===== src/rtl/bcd_entry_rx.sv =====
// bcd_entry_rx: operator keypad front end for the 0..MAX_VAL counter datapath.
// Two BCD digits are keyed in one at a time (tens first) from the slide
// switches and confirmed with the enter button. A valid entry is reassembled
// into binary and handed over as a preset value with a one-cycle start strobe.
//
// Ports:
//   clk, rst_n    system clock, asynchronous active-low reset
//   digit_sw      BCD digit from slide switches, sampled on an accepted enter press
//   btn_enter     raw enter pushbutton (active-high, asynchronous)
//   btn_clear     raw clear pushbutton (active-high, asynchronous)
//   n_out         binary value of the last valid entry
//   n_valid       n_out holds a valid entry
//   start_pulse   one-cycle strobe on a valid completion
//   entry_err     last press was rejected
//   tens_bcd      tens digit echo for the display
//   ones_bcd      ones digit echo for the display
//   await_ones    waiting for the ones digit
module bcd_entry_rx #(
    parameter int unsigned DEB_CYCLES = 500000,
    parameter int unsigned MAX_VAL    = 25
) (
    input  logic       clk,
    input  logic       rst_n,
    input  logic [3:0] digit_sw,
    input  logic       btn_enter,
    input  logic       btn_clear,
    output logic [4:0] n_out,
    output logic       n_valid,
    output logic       start_pulse,
    output logic       entry_err,
    output logic [3:0] tens_bcd,
    output logic [3:0] ones_bcd,
    output logic       await_ones
);

    localparam int unsigned   CW       = $clog2(DEB_CYCLES + 1);
    localparam logic [CW-1:0] DEB_MAX  = CW'(DEB_CYCLES);
    localparam logic [3:0]    MAX_TENS = 4'(MAX_VAL / 10);
    localparam logic [6:0]    MAX_VAL7 = 7'(MAX_VAL);

    localparam logic [0:0] GET_TENS = 1'b0;
    localparam logic [0:0] GET_ONES = 1'b1;

    // Button conditioning; bit 0 is enter, bit 1 is clear.
    logic [1:0]    sync1_q, sync1_d;
    logic [1:0]    sync2_q, sync2_d;
    logic [1:0]    deb_q, deb_d;
    logic [1:0]    press;
    logic [CW-1:0] cnt_q [2];
    logic [CW-1:0] cnt_d [2];

    always_comb begin
        sync1_d = {btn_clear, btn_enter};
        sync2_d = sync1_q;
        for (int i = 0; i < 2; i++) begin
            cnt_d[i] = cnt_q[i];
            deb_d[i] = deb_q[i];
            if (sync2_q[i] == deb_q[i]) begin
                cnt_d[i] = '0;
            end else if (cnt_q[i] == DEB_MAX) begin
                deb_d[i] = sync2_q[i];
                cnt_d[i] = '0;
            end else begin
                cnt_d[i] = cnt_q[i] + 1'b1;
            end
        end
        // Press fires on the edge where the debounced level rises.
        press = deb_d & ~deb_q;
    end

    always_ff @(posedge clk or negedge rst_n) begin
        if (!rst_n) begin
            sync1_q  <= '0;
            sync2_q  <= '0;
            deb_q    <= '0;
            cnt_q[0] <= '0;
            cnt_q[1] <= '0;
        end else begin
            sync1_q  <= sync1_d;
            sync2_q  <= sync2_d;
            deb_q    <= deb_d;
            cnt_q[0] <= cnt_d[0];
            cnt_q[1] <= cnt_d[1];
        end
    end

    // Entry FSM and output registers.
    logic [0:0] state_q, state_d;
    logic [3:0] tens_q, tens_d;
    logic [3:0] ones_q, ones_d;
    logic [4:0] n_q, n_d;
    logic       n_valid_q, n_valid_d;
    logic       start_q, start_d;
    logic       err_q, err_d;
    logic [6:0] val;

    // tens*10 + ones without a multiplier.
    assign val = ({3'b000, tens_q} << 3) + ({3'b000, tens_q} << 1) + {3'b000, digit_sw};

    always_comb begin
        state_d   = state_q;
        tens_d    = tens_q;
        ones_d    = ones_q;
        n_d       = n_q;
        n_valid_d = n_valid_q;
        start_d   = 1'b0;
        err_d     = err_q;
        if (press[1]) begin
            // Clear wins over a simultaneous enter.
            state_d   = GET_TENS;
            tens_d    = '0;
            ones_d    = '0;
            n_d       = '0;
            n_valid_d = 1'b0;
            err_d     = 1'b0;
        end else if (press[0]) begin
            if (state_q == GET_TENS) begin
                if (digit_sw <= MAX_TENS) begin
                    tens_d  = digit_sw;
                    ones_d  = '0;
                    err_d   = 1'b0;
                    state_d = GET_ONES;
                end else begin
                    err_d = 1'b1;
                end
            end else begin
                if (digit_sw > 4'd9) begin
                    err_d = 1'b1;
                end else if (val <= MAX_VAL7) begin
                    ones_d    = digit_sw;
                    n_d       = val[4:0];
                    n_valid_d = 1'b1;
                    start_d   = 1'b1;
                    err_d     = 1'b0;
                    state_d   = GET_TENS;
                end else begin
                    err_d   = 1'b1;
                    tens_d  = '0;
                    ones_d  = '0;
                    state_d = GET_TENS;
                end
            end
        end
    end

    always_ff @(posedge clk or negedge rst_n) begin
        if (!rst_n) begin
            state_q   <= GET_TENS;
            tens_q    <= '0;
            ones_q    <= '0;
            n_q       <= '0;
            n_valid_q <= 1'b0;
            start_q   <= 1'b0;
            err_q     <= 1'b0;
        end else begin
            state_q   <= state_d;
            tens_q    <= tens_d;
            ones_q    <= ones_d;
            n_q       <= n_d;
            n_valid_q <= n_valid_d;
            start_q   <= start_d;
            err_q     <= err_d;
        end
    end

    assign n_out       = n_q;
    assign n_valid     = n_valid_q;
    assign start_pulse = start_q;
    assign entry_err   = err_q;
    assign tens_bcd    = tens_q;
    assign ones_bcd    = ones_q;
    assign await_ones  = (state_q == GET_ONES);

endmodule


===== config.mk =====
export PLATFORM = sky130hd
export DESIGN_NAME = bcd_entry_rx
export DESIGN_NICKNAME = d
export VERILOG_FILES = /design/src/rtl/bcd_entry_rx.sv
export SDC_FILE = /design/constraint.sdc
export NUM_CORES = 1
export LEC_CHECK = 0
export CORE_UTILIZATION = 40
export CTS_CLUSTER_DIAMETER = 40
export DETAILED_ROUTE_END_ITERATION = 7
export PLACE_DENSITY = 0.71
export SKIP_LAST_GASP = 1
export SLEW_MARGIN = 20
export SYNTH_ARGS = -nofsm -noshare
export SYNTH_HDL_FRONTEND = slang
export SYNTH_SLANG_ARGS = --single-unit

===== constraint.sdc =====
create_clock -name clk -period 2.5 [get_ports clk]
set_input_delay 0.25 -clock clk [delete_from_list [all_inputs] [get_ports clk]]
set_output_delay 0.25 -clock clk [all_outputs]
set_load 0.005 [all_outputs]

* Word level (Yosys, flattened, before mapping)
Cells that the tools add are included.
** Cells by class
- $mul :: 0
- Mux-type cells :: 46
- Magnitude comparators :: 3
- Add/sub/neg operators :: 4
- Div/mod/pow operators :: 0
- Reductions and logical operators :: 7
- Equality and inequality tests :: 7
- Shift operators :: 0
- Bitwise logic cells :: 2
** Operators by type and width (count)
- 19-bit 2-to-1 mux :: 4
- 4-bit 2-to-1 mux :: 12
- 19-bit by 1-bit adder with 19-bit output (second input constant) :: 2
- 19-bit == test (second input constant) :: 2
- 1-bit 2-to-1 mux :: 25
- 5-bit 2-to-1 mux :: 5
- 4-bit AND reduction :: 2
- 7-bit by 4-bit adder with 7-bit output :: 1
- 7-bit by 5-bit adder with 7-bit output :: 1
- 7-bit by 5-bit less-or-equal comparator with 1-bit output (second input constant) :: 1
- 3-bit != test (second input constant) :: 2
- 2-bit nonzero test :: 3
- 4-bit greater-than comparator (second input constant) :: 1
- 4-bit by 2-bit less-or-equal comparator with 1-bit output (second input constant) :: 1
- 3-bit AND reduction :: 1
- 3-bit nonzero test :: 1
- 2-bit bitwise AND :: 1
- 1-bit == test :: 2
- 2-bit != test (second input constant) :: 1
- 2-bit inverter :: 1
** Word-level totals
- Memories kept :: 0
- Bits in registers :: 61
- Logic and storage cells :: 81
- Output and inout bits :: 17
- RAM bits :: 0
- Bits in latches :: 0
- ROM bits :: 0
- Bits of input ports :: 8

* Longest topological paths before layout
Gate-level depths: netlist of run 1.
- Depth after elaboration :: 8
- Gate-level depth with buffers :: 10
- Mapped depth without buffers :: 9

* Worst setup path before layout of run 1
Ideal clock, no wire load.
- Path kind :: reg-to-reg
- Start :: reg tens_q[0] (netlist: tens_bcd[0])
- End :: reg n_q[0] (netlist: n_out[0])
- Setup time :: 0.079 ns
- Slack :: -0.257 ns
- Required time :: 2.421 ns
- Arrival :: 2.678 ns
- Buffers on the path :: 1
- Stages on the path, launching flop included :: 9
- Period minus slack after synthesis :: 2.757 ns
- Cells stage by stage :: dfrtp_1 -> fa_1 -> ha_1 -> a21o_1 -> a2111o_1 -> a311oi_4 -> o211a_1 -> buf_6 -> mux2i_1
** Between the ends
- Word-level cells in the longest chain between the ends :: 5
** Ends and longest elaborated chain
- from (decl) :: RTL line 89 : logic [3:0] tens_q, tens_d;
- from (signal assigned) :: RTL line 157 : tens_q <= tens_d;
- 7-bit by 5-bit adder with 7-bit output :: RTL line 98 : assign val = ({3'b000, tens_q} << 3) + ({3'b000, tens_q} << 1) + {3'b000, digit_sw};
- 7-bit by 4-bit adder with 7-bit output :: RTL line 98
- 7-bit by 5-bit less-or-equal comparator with 1-bit output :: RTL line 129 : end else if (val <= MAX_VAL7) begin
- 2-bit nonzero test (no source line)
- 4-bit AND reduction (no source line)
- to (signal assigned) :: RTL line 159 : n_q <= n_d;
- to (decl) :: RTL line 91 : logic [4:0] n_q, n_d;
Every way passes these cells.
A chain may end at the register's enable or synchronous reset.

* Final worst setup path of run 1
- Start :: in digit_sw[3]
- End :: reg n_q[3] (netlist: n_out[3])
** Between the ends
- Word-level cells in the longest chain between the ends :: 6
- Elaborated cells between the ends (all ways) :: 11
** Ends and longest elaborated chain
- from (decl) :: RTL line 24 : input logic [3:0] digit_sw,
- parallel branches: the longest is 6 deep, another holds 7-bit by 4-bit adder with 7-bit output
Several ways; the timed one is not identified. The select of a mux whose other input is x is not followed.

==> out/metrics.yaml, run 1 <==
status: "finished, violations left"
violations: "negative setup slack"
synth_seq_cells: 61
ys_warn_count: 0
vias: 2351
fmax_mhz: 373
setup_slack_ns: -0.179
root_buffer: "clkbuf_8"
tightestPinTransition_ns: 0.673
synth.largest_area_cell: "dfrtp_1"
grt.overflow.total: 0
die_x_um: 91.4
crit_path_start_kind: "input port"
antenna_left: 0
hpwlAfterDp_mm: 4.34
wirelength_mm: 6.35
dominantRegCellSynth: "dfrtp_1"
end_kind: "flop"
cp_data_arrival_time_ns: 2.94
grt_max_degree: 33
core_area_sq_um: 7730
timing.hold.ws_ns: 0.353
synth_edf_count: 0
wl_per_cell_um: 13.5
setup_tns_ns: -2.14
drc: 0
clock-sinks: 61
powerDensity_nw_per_um2: 509
drive_gt1_share_pct: 15.3
final_nets: 383
rrSetupSlack_ns: -0.18
placed_area_sq_um: 3650
path_class: "in2reg"
synthToLayoutAreaGrowth_pct: 22.9
start_util_pct: 41.4
fp.dieArea_sq_um: 8350
ios: 25
clockBufferDepth: 2
via_per_inst: 5.01
synth_area_leaders: "dfrtp_1 (48%), xor2_1 (5.5%), nor2_1 (5.4%), xnor2_1 (4.7%), ha_1 (4.3%)"
synth_area_sq_um: 3200
post-place-ws_ns: -0.612
numCtsBuffers: 9
synthArstFlopShare_pct: 100
seq_area_frac_synth_pct: 47.7
num_rows: 32
maxSlewViolCount: 0
grt_antenna_before_repair: 0
h-tree-depth: 3
p_leak_nw: 1.68
place_congestion: 0.762
grt_usage_pct: 16.5
diodes: 0
worst_hold_path_type: "reg2reg"
synth.avg_cell_area_sq_um: 10.1
hold_viol: 0
die_h_um: 91.4
clkTransAtPathRegs_ns: 0.07
insertion_delay_ns: 0.34
min_period_ns: 2.68
syn_nets: 337
vdd_drop_max_uv: 185
drt_first_pass_iters: 4
grt_pass1_wl_mm: 10.9
yosysUniqueCellTypes: 51
slew_headroom_pct: 55.1
rsz0062_at_grt: "true"
skew_ns: 0.0102
synth.top_cells.by_count: "dfrtp_1 (61), nor2_1 (46), nand2_1 (31)"
fin_area_sq_um: 3930
crit_fanout: 6
netlist_instances: 316
first_global_vias: 2337
cap_violations: 0
fin_total_pwr_mw: 2.00
drt_iter0_markers: 87
synth.most_common_cell: "dfrtp_1"
cts_tree: "yes"
port_buffers: 24
synth_top_area_share_pct: 47.7
worstPathRequired_ns: 2.76
fin_crit_sh_pct: 107
setup_violations: 16
through the flow:
| step | std cells | utilization (%) |
|---|---|---|
| finish | 469 | 50.8 |
| global route | 469 | 50.8 |
| CTS | 468 | 50.3 |
| detailed placement | 451 | 47.2 |
| global placement | 451 | 47.2 |
| floorplan | 316 | - |
final timing paths:
path,startpoint,endpoint,cells after the start
max,digit_sw[3],n_out[3],8
min,sync1_q[1],sync2_q[1],0
min in group asynchronous,rst_n,start_pulse,2
max reg2reg,tens_bcd[0],n_out[3],7
max in group asynchronous,rst_n,cnt_q[16],3
min reg2reg,sync1_q[1],sync2_q[1],0
sequential cells by signal, indices dropped and copies added (netlist names):
signal	count
deb_q	2
await_ones	1
sync2_q	2
start_pulse	1
n_out	5
tens_bcd	4
entry_err	1
ones_bcd	4
cnt_q	38
sync1_q	2
n_valid	1
layout make-up:
| class | count | area, sq um |
|---|---|---|
| fill | 685 | 3800 |
| multi-input combinational | 233 | 1630 |
| sequential | 61 | 1530 |
| timing repair buffer | 43 | 397 |
| clock buffer | 10 | 128 |
| tap | 102 | 128 |
| clock inverter | 6 | 63.8 |
| inverter | 14 | 52.6 |
logic make-up (layout without fill, tap and decap cells):
kind of cell | count (synthesis) | in the layout | share of synthesized area (%)
flip-flops | 61 | 61 | 47.7
adder cells (fa/ha/maj) | 13 | 13 | 5.56
AND/OR/NAND/NOR | 152 | 152 | 25.0
buffers and inverters | 22 | 73 | 3.29
XOR/XNOR | 37 | 37 | 10.1
multiplexers | 7 | 7 | 2.27
AO/OA/AOI/OAI | 24 | 24 | 6.03
layout by cell type, fill, tap and decap left out, drive strengths merged, types with 10 or more instances in the layout:
master and count:
buf 19, nand3 20, nand2 31, clkdlybuf4s50 23, xor2 20, dfrtp 61
inv 14, ha 11, clkbuf 10, xnor2 17, nor2 46
metal layers:
metal	vias to the layer above	wire (um)	global-route usage [%]
met5	-	0	0
met4	0	68	5.16
li1	1175	-	-
met2	44	3020	26.1
met1	1125	3050	21.9
met3	7	209	4.61
power breakdown:
group          switching [mW]  internal, mW
combinational          0.0764        0.0599
clock                   0.390         0.458
sequential             0.0138          1.00
timing repair:
| action | 4_1_cts | 5_1_grt |
|---|---|---|
| setup endpoints to repair | 16 | 16 |
| endpoints found under the hold margin | 29 | 0 |
| resized for setup | 8 | 6 |
| pin swaps | 8 | 7 |
| hold buffers | 1 | 0 |
| gates cloned | 0 | 0 |
| buffers inserted | 0 | 1 |
critical path: stages:
cell and delay [ns]:
clkdlybuf4s50_1 0.46, fa_1 0.53, ha_1 0.30, a21o_1 0.17, a2111o_1 0.40, a311oi_4 0.35, o211a_4 0.28, mux2i_1 0.20
No activity file was read; power rests on OpenSTA's default activity.
==> run 2: changes to the inputs <==
- CORE_ASPECT_RATIO: default -> 0.9
==> out/metrics.yaml, run 2 (same netlist as run 1, synthesis figures left out) <==
cap_violations: 0  # unchanged
p_sw_uw: 535  # was 480 uW
skew_ns: 0.00952  # was 0.0102 ns
wl_per_cell_um: 13.8  # was 13.5 um
fin_area_sq_um: 3980  # was 3930 sq um
final_nets: 385  # was 383
hpwlAfterDp_mm: 4.34  # about the same
fin_total_pwr_mw: 2.18  # was 2.00 mW
numCtsBuffers: 9  # unchanged
root_buffer: "clkbuf_8"  # unchanged
placed_area_sq_um: 3640  # was 3650 sq um
rsz0062_at_grt: "true"  # unchanged
powerDensity_nw_per_um2: 548  # was 509 nW/um^2
multi_input_area_sq_um: 1650  # was 1630 sq um
largest_register_ffs: 38  # unchanged
worst_hold_path_type: "in2async"  # was reg2reg
clkTransAtPathRegs_ns: 0.08  # was 0.07 ns
hold_viol: 0  # unchanged
grt_max_degree: 62  # was 33
h-tree-depth: 3  # unchanged
via_per_inst: 5.16  # was 5.01
grt_pass1_wl_mm: 11.0  # was 10.9 mm
regArea_sq_um: 1530  # unchanged
netSwitchingFraction_pct: 24.6  # was 24.0%
path_class: "in2reg"  # unchanged
insertion_delay_ns: 0.35  # was 0.34 ns
combPwrFrac_pct: 6.6  # was 6.8%
start_util_pct: 41.7  # was 41.4%
layout_common_cells: "dfrtp_1 (60), nor2_1 (46), nand2_1 (31), clkdlybuf4s50_1 (23), buf_4 (20)"  # was dfrtp_1 (60), nor2_1 (46), nand2_1 (31), clkdlybuf4s50_1 (23), xor2_1 (20)
place_congestion: 0.812  # was 0.762
worstPathRequired_ns: 2.76  # about the same
drt_iter0_markers: 84  # was 87
status: "finished, violations left"  # unchanged
slew_headroom_pct: 48.9  # was 55.1%
crit_path_start_kind: "input port"  # unchanged
antenna_left: 0  # unchanged
p_int_mw: 1.64  # was 1.52 mW
final_common_cell: "dfrtp_1"  # unchanged
setup_violations: 16  # unchanged
die_h_um: 86.8  # was 91.4 um
num_rows: 30  # was 32
fin_crit_sh_pct: 105  # was 107%
setup_slack_ns: -0.115  # was -0.179 ns
tightestPinTransition_ns: 0.767  # was 0.673 ns
core_area_sq_um: 7660  # was 7730 sq um
crit_fanout: 6  # unchanged
drt_first_pass_iters: 4  # unchanged
p_leak_nw: 1.71  # was 1.68 nW
drive_gt1_share_pct: 16.8  # was 15.3%
fp.dieArea_sq_um: 8350  # about the same
pwr-share-clk_pct: 46.9  # was 42.4%
vias: 2398  # was 2351
vdd_drop_max_uv: 380  # was 185 uV
grt_usage_pct: 17.5  # was 16.5%
clockBufferDepth: 2  # unchanged
die_x_um: 96.2  # was 91.4 um
cts_tree: "yes"  # unchanged
top_register: "cnt_q"  # unchanged
min_period_ns: 2.62  # was 2.68 ns
timing.hold.ws_ns: 0.0587  # was 0.353 ns
maxSlewViolCount: 0  # unchanged
grt_antenna_before_repair: 0  # unchanged
violations: "negative setup slack"  # unchanged
diodes: 0  # unchanged
cp_data_arrival_time_ns: 2.88  # was 2.94 ns
grt.overflow.total: 0  # unchanged
clock-sinks: 61  # unchanged
fmax_mhz: 382  # was 373 MHz
first_global_vias: 2265  # was 2337
post-place-ws_ns: -0.565  # was -0.612 ns
seqPwrFrac_pct: 46.5  # was 50.7%
synthToLayoutAreaGrowth_pct: 24.3  # was 22.9%
setup_tns_ns: -1.02  # was -2.14 ns
port_buffers: 24  # unchanged
nFillCells: 710  # was 685
wirelength_mm: 6.43  # was 6.35 mm
ios: 25  # unchanged
end_kind: "flop"  # unchanged
drc: 0  # unchanged
## run 2: cell count changes in the layout (fill, tap and decap cells not counted), sizes merged
cell / change
clkinv: -3
clkinvlp: -1
clkbuf: -1
dlygate4sd3: -1
bufinv: +1
buf: +3
inv: +4
## run 2: path summary, 6_finish.rpt
kind | depth (start not counted) | slack (ns) | to | start
setup / recovery | 9 | -0.12 | tens_bcd[3] | digit_sw[3]
hold / removal | 2 | 0.06 | cnt_q[16] | rst_n
setup reg to reg | 8 | -0.12 | tens_bcd[3] | tens_bcd[2]
hold reg to reg | 0 | 0.36 | sync2_q[1] | sync1_q[1]
max in group asynchronous | 2 | 1.89 | tens_bcd[1] | rst_n
min in group clk | 1 | 0.34 | sync1_q[0] | btn_enter
## run 2: critical path, cell delays in order
cell             delay (ns)
clkdlybuf4s50_1        0.47
fa_1                   0.58
ha_1                   0.23
a21o_1                 0.17
a2111o_1               0.40
a311oi_4               0.32
buf_6                  0.18
o21ai_4                0.10
a211oi_2               0.19
## run 2: area by class of cell
cell class	count	share of cell area [%]
sequential	61	38.4
clock buffer	9	3.12
multi-input combinational	233	41.5
timing repair buffer	45	9.98
inverter	14	1.32
tap	96	3.02
clock inverter	7	2.64
## run 2: what timing repair did
action	4_1_cts	5_1_grt
setup buffers	0	2
resized for setup	7	9
pin swaps	13	11
hold buffers	0	0
endpoints found under the setup margin	16	16
## run 2: routing by layer
| metal | GRT usage [%] | up-vias | share of wire, % |
|---|---|---|---|
| li1 | - | 1183 | - |
| met1 | 26.0 | 1165 | 50 |
| met5 | 0 | - | 0 |
| met4 | 7.73 | 0 | 1.8 |
| met3 | 3.86 | 10 | 3.6 |
| met2 | 24.2 | 40 | 45 |
## run 2: through the flow
| stage | util (%) | cells |
|---|---|---|
| final | 51.9 | 465 |
| after global routing | 51.9 | 465 |
| after CTS | 51.0 | 463 |
| after detailed placement | 47.6 | 447 |
| after global placement | 47.6 | 447 |
| after floorplan | - | 316 |
## run 2: power groups by stage
stage	sequential [mW]	clock [mW]	combinational [mW]
after global routing	1.02	1.10	0.163
final	1.01	1.02	0.144
after global placement	1.03	0	0.129
after detailed placement	1.03	0	0.131
after CTS	1.01	1.05	0.134
after floorplan	1.03	0	0.0593
